`src/rtl/pong_engine.sv`:
```
// pong_engine: Pong game-state core (ball, paddles, scoring, serve and game-over sequencing)
module pong_engine #(
    parameter int TICK_DIV    = 833333,
    parameter int SERVE_TICKS = 30,
    parameter int WIN_SCORE   = 7
) (
    input  logic       clk,
    input  logic       rst,
    input  logic       start,
    input  logic       p1_up,
    input  logic       p1_dn,
    input  logic       p2_up,
    input  logic       p2_dn,
    output logic [5:0] bx,
    output logic [5:0] by,
    output logic [5:0] p1y,
    output logic [5:0] p2y,
    output logic [3:0] sc1,
    output logic [3:0] sc2,
    output logic       game_over,
    output logic       winner,
    output logic [2:0] state
);
    localparam int TW = $clog2(TICK_DIV);
    localparam int SW = $clog2(SERVE_TICKS + 1);

    typedef enum logic [2:0] {
        IDLE     = 3'd0,
        SERVE    = 3'd1,
        PLAY     = 3'd2,
        POINT    = 3'd3,
        GAMEOVER = 3'd4
    } state_t;

    state_t cur, nxt;
    logic [TW-1:0] tcnt;
    logic [SW-1:0] scnt, scnt_n;
    logic tick, dx, dy, dx_n, dy_n, scorer, scorer_n, game_over_n, winner_n;
    logic at_edge, hit, hdx, vdy;
    logic [5:0] bx_n, by_n, p1y_n, p2y_n, p1_mv, p2_mv, bx_mv, by_mv;
    logic [3:0] sc1_n, sc2_n, sc_new;

    // Paddle step with clamping to the legal 5..58 range; opposing buttons cancel.
    function automatic logic [5:0] paddle(input logic [5:0] p, input logic up, input logic dn);
        return (up && !dn && p > 6'd5) ? p - 6'd1 : (dn && !up && p < 6'd58) ? p + 6'd1 : p;
    endfunction

    // dx/dy and scorer use 1 for +1 / player 2 and 0 for -1 / player 1.
    assign tick    = tcnt == TW'(TICK_DIV - 1);
    assign state   = cur;
    assign p1_mv   = paddle(p1y, p1_up, p1_dn);
    assign p2_mv   = paddle(p2y, p2_up, p2_dn);
    assign at_edge = dx ? bx == 6'd61 : bx == 6'd2;
    assign hit     = dx ? (by >= p2y && by <= p2y + 6'd5) : (by >= p1y && by <= p1y + 6'd5);
    assign hdx     = at_edge ? ~dx : dx;
    assign vdy     = dy ? by != 6'd63 : by == 6'd0;
    assign bx_mv   = hdx ? bx + 6'd1 : bx - 6'd1;
    assign by_mv   = vdy ? by + 6'd1 : by - 6'd1;
    assign sc_new  = (scorer ? sc2 : sc1) + 4'd1;

    // Next-state and next-value logic for the game sequencer and datapath.
    always_comb begin
        nxt         = cur;
        bx_n        = bx;
        by_n        = by;
        dx_n        = dx;
        dy_n        = dy;
        p1y_n       = p1y;
        p2y_n       = p2y;
        sc1_n       = sc1;
        sc2_n       = sc2;
        scnt_n      = scnt;
        scorer_n    = scorer;
        game_over_n = game_over;
        winner_n    = winner;
        case (cur)
            IDLE, GAMEOVER: begin
                if (start) begin
                    nxt         = SERVE;
                    sc1_n       = '0;
                    sc2_n       = '0;
                    game_over_n = 1'b0;
                    bx_n        = 6'd31;
                    by_n        = 6'd32;
                    dx_n        = 1'b1;
                    dy_n        = 1'b1;
                    scnt_n      = '0;
                end
            end
            SERVE: begin
                if (tick) begin
                    p1y_n  = p1_mv;
                    p2y_n  = p2_mv;
                    scnt_n = scnt + SW'(1);
                    nxt    = scnt == SW'(SERVE_TICKS - 1) ? PLAY : SERVE;
                end
            end
            PLAY: begin
                if (tick) begin
                    p1y_n = p1_mv;
                    p2y_n = p2_mv;
                    if (at_edge && !hit) begin
                        nxt      = POINT;
                        scorer_n = ~dx;
                    end else begin
                        bx_n = bx_mv;
                        by_n = by_mv;
                        dx_n = hdx;
                        dy_n = vdy;
                    end
                end
            end
            POINT: begin
                sc1_n = scorer ? sc1 : sc_new;
                sc2_n = scorer ? sc_new : sc2;
                if (sc_new == 4'(WIN_SCORE)) begin
                    nxt         = GAMEOVER;
                    game_over_n = 1'b1;
                    winner_n    = scorer;
                end else begin
                    nxt    = SERVE;
                    bx_n   = 6'd31;
                    by_n   = 6'd32;
                    dx_n   = ~scorer;
                    scnt_n = '0;
                end
            end
            default: nxt = IDLE;
        endcase
    end

    // State, tick divider and every registered output.
    always_ff @(posedge clk or posedge rst) begin
        if (rst) begin
            cur       <= IDLE;
            tcnt      <= '0;
            scnt      <= '0;
            bx        <= 6'd31;
            by        <= 6'd32;
            dx        <= 1'b1;
            dy        <= 1'b1;
            p1y       <= 6'd29;
            p2y       <= 6'd29;
            sc1       <= '0;
            sc2       <= '0;
            scorer    <= 1'b0;
            game_over <= 1'b0;
            winner    <= 1'b0;
        end else begin
            cur       <= nxt;
            tcnt      <= tick ? '0 : tcnt + TW'(1);
            scnt      <= scnt_n;
            bx        <= bx_n;
            by        <= by_n;
            dx        <= dx_n;
            dy        <= dy_n;
            p1y       <= p1y_n;
            p2y       <= p2y_n;
            sc1       <= sc1_n;
            sc2       <= sc2_n;
            scorer    <= scorer_n;
            game_over <= game_over_n;
            winner    <= winner_n;
        end
    end
endmodule

```
`config.mk`:
```
export PLATFORM = sky130hd
export DESIGN_NAME = pong_engine
export DESIGN_NICKNAME = d
export VERILOG_FILES = /design/src/rtl/pong_engine.sv
export SDC_FILE = /design/constraint.sdc
export NUM_CORES = 1
export LEC_CHECK = 0
export BUFFER_PORTS_ARGS = -buffer_cell sky130_fd_sc_hd__buf_2
export CAP_MARGIN = 20
export CORE_MARGIN = 2
export CORE_UTILIZATION = 40
export DETAILED_ROUTE_END_ITERATION = 12
export PLACE_DENSITY = 0.66
export SYNTH_ARGS = -nofsm -noshare
export SYNTH_HDL_FRONTEND = slang
export SYNTH_SLANG_ARGS = --single-unit
export TNS_END_PERCENT = 30
```
`constraint.sdc`:
```
create_clock -name clk -period 4.38 [get_ports clk]
set_input_delay 0.657 -clock clk [delete_from_list [all_inputs] [get_ports clk]]
set_output_delay 0.657 -clock clk [all_outputs]
set_load 0.02 [all_outputs]
```
# After elaboration in Yosys (flattened, before gate mapping)
# Index checks and enable logic that the tools add are counted.
# Widths: inputs -> output; s select.
[op_classes] n_bitwise=2 magnitude_cmp=8 n_eq_ne=19 addsub=13 reduce_logical=37 muxes=49
[ops] cell="$mux 6" count=14
[ops] cell="$pmux 6 s3" count=2
[ops] cell="$add 6x1->6 const B" count=4
[ops] cell="$sub 6x1->6 const B" count=4
[ops] cell="$add 20x1->20 const B" count=1
[ops] cell="$eq 20x20->1 const B" count=1
[ops] cell="$mux 20" count=1
[ops] cell="$ne 2x2->1 const B" count=9
[ops] cell="$reduce_and 3->1" count=6
[ops] cell="$mux 4" count=4
[ops] cell="$pmux 4 s2" count=2
[ops] cell="$mux 3" count=5
[ops] cell="$mux 5" count=3
[ops] cell="$pmux 5 s3" count=1
[ops] cell="$add 6x3->6 const B" count=2
[ops] cell="$ge 6x6->1" count=2
[ops] cell="$gt 6x3->1 const B" count=2
[ops] cell="$le 6x6->1" count=2
[ops] cell="$lt 6x6->1 const B" count=2
[ops] cell="$mux 1" count=12
[ops] cell="$pmux 3 s4" count=1
[ops] cell="$reduce_and 4->1" count=3
[ops] cell="$logic_and 1x1->1" count=11
[ops] cell="$reduce_bool 2->1" count=4
[ops] cell="other kinds (21)" count=30
[totals] out_inout_bits=37 in_bits=7 word_cells=142 ff_bits=65

# Logic depth before layout (Yosys ltp)
[depth] word_depth=9 ltp_mapped=11 ltp_nobuf=11

# Worst setup path before layout
# Ideal clock, no wire load.
[synth_path] path_type="reg2reg" from="register p1y[0]" to="register p1y[5]" n_path_buf=0 t_arrival_ps=2694 synth_period_minus_slack_ps=2816 t_required_ps=4257 setup_slack_ps=1564 stages_incl_launch_ff=12 setup_time_ps=123 cell_sequence="dfstp_2 > inv_1 > ha_1 > o31a_1 > nor3b_2 > ha_1 > a21o_1 > a21oi_1 > o21ai_0 > xnor2_1 > nor2_1 > xnor2_1"
[synth_via] elab_chain_cells=4 word_cells_on_any_way=10 cone_classes="add/sub (2); order compare (2); mux (2); reduce/logical (4)"
[synth_rtl] element="start, declared" line_no="16" text="output logic [5:0] p1y,"
[synth_rtl] element="start signal, assigned" line_no="157" text="p1y <= p1y_n;"
[synth_rtl] element="$gt 6x3->1 / $lt 6x6->1 (equally long branches)" line_no="45" text="return (up && !dn && p > 6'd5) ? p - 6'd1 : (dn && !up && p < 6'd58) ? p + 6'd1 : p;"
[synth_rtl] element="$logic_and 1x1->1" line_no="45"
[synth_rtl] element="$reduce_bool 2->1 (no line)"
[synth_rtl] element="$reduce_and 3->1 (no line)"
# Several ways; a longest one is shown, not always the timed one. The select of a mux whose other input is x is not followed.
# A chain may end at the register's enable or synchronous reset.

# Final worst setup path
[layout_path] from="register by[1]" to="register by[5]"
[layout_via] elab_chain_cells=7 word_cells_on_any_way=20 cone_classes="add/sub (2); order compare (4); eq/ne (2); mux (6); reduce/logical (6)"
[layout_rtl] element="start, declared" line_no="15" text="output logic [5:0] by,"
[layout_rtl] element="start signal, assigned" line_no="154" text="by <= by_n;"
[layout_rtl] element="$ge 6x6->1 / $le 6x6->1 (equally long branches)" line_no="54" text="assign hit = dx ? (by >= p2y && by <= p2y + 6'd5) : (by >= p1y && by <= p1y + 6'd5);"
[layout_rtl] element="$logic_and 1x1->1" line_no="54"
[layout_rtl] element="$mux 1" line_no="54"
[layout_rtl] element="$logic_not 1->1" line_no="102" text="if (at_edge && !hit) begin"
[layout_rtl] element="$logic_and 1x1->1" line_no="102"
[layout_rtl] element="$ne 2x2->1 (no line)"
[layout_rtl] element="$reduce_and 5->1 (no line)"
# Several ways; a longest one is shown, not always the timed one. The select of a mux whose other input is x is not followed.

==> impl_metrics.yaml <==
status:
  status: "finished clean"
worst_setup_path:
  ff2ff_path_depth: 11
  reg2reg_to: "by[5]$_DFFE_PP1P_"
  critPathBufInv: 1
  crit_path_top_delay_cell: "dfrtp_1"
  cp_num_cells: 11
  r2r_start: "by[1]$_DFFE_PP0P_"
  path_max_fanout: 10
  crit_top_cell: "a21oi_1"
  cp.required_ns: 4.62
  arrival_ns: 3.33
  r2r_setup_slack_ns: 1.29
  critPathTopFamily: "compound AO/OA/AOI/OAI gates"
  startpoint_type: "flop"
  setup.worst_path.end: "by[5]$_DFFE_PP1P_"
  cpPeakStageDelay_ns: 0.53
  endpoint_kind: "flop"
  path_cells: "nor4_1 > a21oi_1 > a21oi_1 > inv_1 > ha_1 > a211oi_1 > o21bai_1 > a21oi_1 > xnor2_1 > a2111oi_0 > a211oi_1"
  critPathKind: "reg2reg"
  crit_path_start: "by[1]$_DFFE_PP0P_"
cells_and_area:
  final_cells: 692
  final_cell_mix: "52 x ha_1, 49 x dfrtp_1, 43 x buf_2"
  final_common_cell: "ha_1"
  diodes: 0
  layout-drive-gt1-share_pct: 17.9
  finalNetCount: 607
  fin_area_mm2: 0.00540
  area_growth_pct: 12.7
floorplanning:
  initial_core_util_pct: 41.4
  num_rows: 39
  chipWidth_um: 113
  coreArea_mm2: 0.0116
  dieHeight_um: 113
  die-area_mm2: 0.0129
  pin_count: 44
place:
  gp_congestion: 0.829
  post-place-ws_ns: 1.29
  place_inst: 676
  portBuffers: 43
  hpwl_um: 7810
  place_area_mm2: 0.00512
yosys:
  post_synth.cell_area_avg_um2: 9.59
  ys_ff_latch: 65
  yosysTopAreaCellShare_pct: 25.6
  netlist_top_cells_area: "dfrtp_1 26%, ha_1 14%, dfstp_2 8.8%"
  syn_inst: 499
  ys.flop_type: "dfrtp_1"
  synth.cell_area_mm2: 0.00479
  ys_warn_count: 0
  syn_nets: 562
  yosysTopAreaCell: "dfrtp_1"
  synth-seq-area-share_pct: 34.4
  synth_cell_type_count: 76
  synth_edf_count: 0
  async_flop_share_pct: 100
power:
  clock_power_share_pct: 43.8
  ir_worst_vdd_mv: 0.161
  p_sw_uw: 413
  swShare_pct: 26.9
  p_comb_share_pct: 14.0
  p_leak_nw: 2.55
  pwr_density_cell_mw_per_mm2: 285
  internal_power_mw: 1.12
  sequentialPowerShare_pct: 42.2
clock_tree:
  post_cts_resized: 0
  cts_buffers: 9
  clock-root-buffer: "clkbuf_16"
  htree_levels: 3
  cts_sinks: 65
  cts.clk_slew.worst_paths_ns: 0.06
  cts_hold_buf: 0
  clkLatencyLatePin_ns: 0.34
  cts_setup_buffers: 0
  cts_tree: "done"
  cts_max_path_buffers: 2
sta:
  rsz0062_at_grt: "no"
  tightest_slew_ns: 0.704
  fmax_mhz: 324
  holdWs_ns: 0.390
  slew-limit-headroom_pct: 52.9
  slew_viol_final: 0
  final.setup_skew_ns: 0.0121
  min_period_over_period_pct: 70.5
  setup-violations-final: 0
  tns_ns: 0
  layout_min_cycle_time_ns: 3.09
  setup_slack_ns: 1.29
  hold_viol_final: 0
route:
  drc_errors: 0
  vias: 3822
  dr.pass1.iters: 4
  drt_iter0_markers: 203
  wl_um: 10700
  avgRoutedWirePerCell_um: 15.5
  vias_per_cell: 5.52
  final_antenna_net_count: 0
grt:
  first_global_vias: 3814
  grtUsageTotal_pct: 17.7
  top_usage_layer: "met2"
  use_met3_pct: 4.57
  antenna_found_initial: 0
  met2_usage_pct: 28.7
  grt_max_degree: 40
  grt-ovfl-total: 0
  grt_pass1_wl_um: 18500
  grt_util_met1_pct: 23.3
job:
  maxCapViolations: 0
worst_hold_path:
  hp-class: "in2async"
[sequential cells by signal, summed over array words and instances (netlist names)]
signal     flops
p1y            6
dx             1
by             6
state          3
sc2            4
scorer         1
game_over      1
bx             6
scnt           5
tcnt          20
sc1            4
winner         1
dy             1
p2y            6
[power by group through the flow]
stage | Clock (mW) | Combinational [mW] | Sequential [mW]
after floorplan | 0 | 0.170 | 0.651
after global placement | 0 | 0.205 | 0.657
after detailed placement | 0 | 0.213 | 0.658
after CTS | 0.692 | 0.215 | 0.648
after global routing | 0.723 | 0.244 | 0.651
final | 0.674 | 0.216 | 0.648
[worst reg2reg max path: cells and delay by family, from the launching register on]
kind	cells	cell delay, ns
AO/OA/AOI/OAI	7	1.52
AND/OR/NAND/NOR	1	0.34
XOR/XNOR	1	0.09
adder cells (fa/ha/maj)	1	0.34
flip-flops	1	0.53
buffers and inverters	1	0.18
[how the worst min path moves through the flow]
stage | start | end | slack (ns) | cells past startpoint
detailed placement | game_over$_DFFE_PP0P_ | game_over$_DFFE_PP0P_ | 0.47 | 1
global route | rst | tcnt[9]$_DFF_PP0_ | 0.44 | 2
finish | rst | tcnt[10]$_DFF_PP0_ | 0.39 | 2
global placement | game_over$_DFFE_PP0P_ | game_over$_DFFE_PP0P_ | 0.46 | 1
floorplan | tcnt[6]$_DFF_PP0_ | tcnt[6]$_DFF_PP0_ | 0.46 | 1
CTS | rst | tcnt[10]$_DFF_PP0_ | 0.41 | 2
[stage by stage]
step	power (mW)	util (%)
after floorplan	0.821	-
after global placement	0.861	44.3
after detailed placement	0.871	44.3
after CTS	1.55	46.7
after global routing	1.62	46.7
final	1.54	46.7
[final cells by class]
type / count / area, um2
Inverter: 38 / 143
Clock inverter: 2 / 12.5
Sequential cell: 65 / 1650
Clock buffer: 14 / 264
Tap cell: 143 / 179
Multi-Input combinational cell: 384 / 2910
Fill cell: 1065 / 6170
Timing Repair Buffer: 46 / 238
[logic make-up (layout without fill, tap and decap cells)]
| group | count (synthesis) | after routing | share of synthesized area (%) |
|---|---|---|---|
| AO/OA/AOI/OAI | 127 | 127 | 18.6 |
| XOR/XNOR | 51 | 51 | 9.33 |
| adder cells (fa/ha/maj) | 56 | 56 | 15.3 |
| buffers and inverters | 50 | 100 | 4.73 |
| flip-flops | 65 | 65 | 34.4 |
| multiplexers | 8 | 8 | 1.78 |
| AND/OR/NAND/NOR | 142 | 142 | 15.9 |
[synth_stat cells, types with 4 or more instances]
library cell   n
dfrtp_1       49
nand2_1       35
nand2b_1       4
nand4_1       13
xor2_1        24
nor3_1         6
o21ai_0       30
xnor2_1       27
mux2i_1        4
a21oi_1       28
nor4_1         4
a211oi_1       6
nand3_1       15
and2_1         4
nor2_1        36
a21o_1        11
inv_1         37
ha_1          52
o211ai_1       5
clkbuf_1       5
fa_1           4
dfstp_2       16
[routing by layer]
| metal | wire (um) | part of all wire [%] | vias to the layer above |
|---|---|---|---|
| met4 | 78 | 0.73 | 0 |
| met5 | 0 | 0 | - |
| met2 | 5060 | 47 | 77 |
| met1 | 5130 | 48 | 1848 |
| li1 | - | - | 1892 |
| met3 | 444 | 4.1 | 5 |
(Power assumes the default switching activity.)
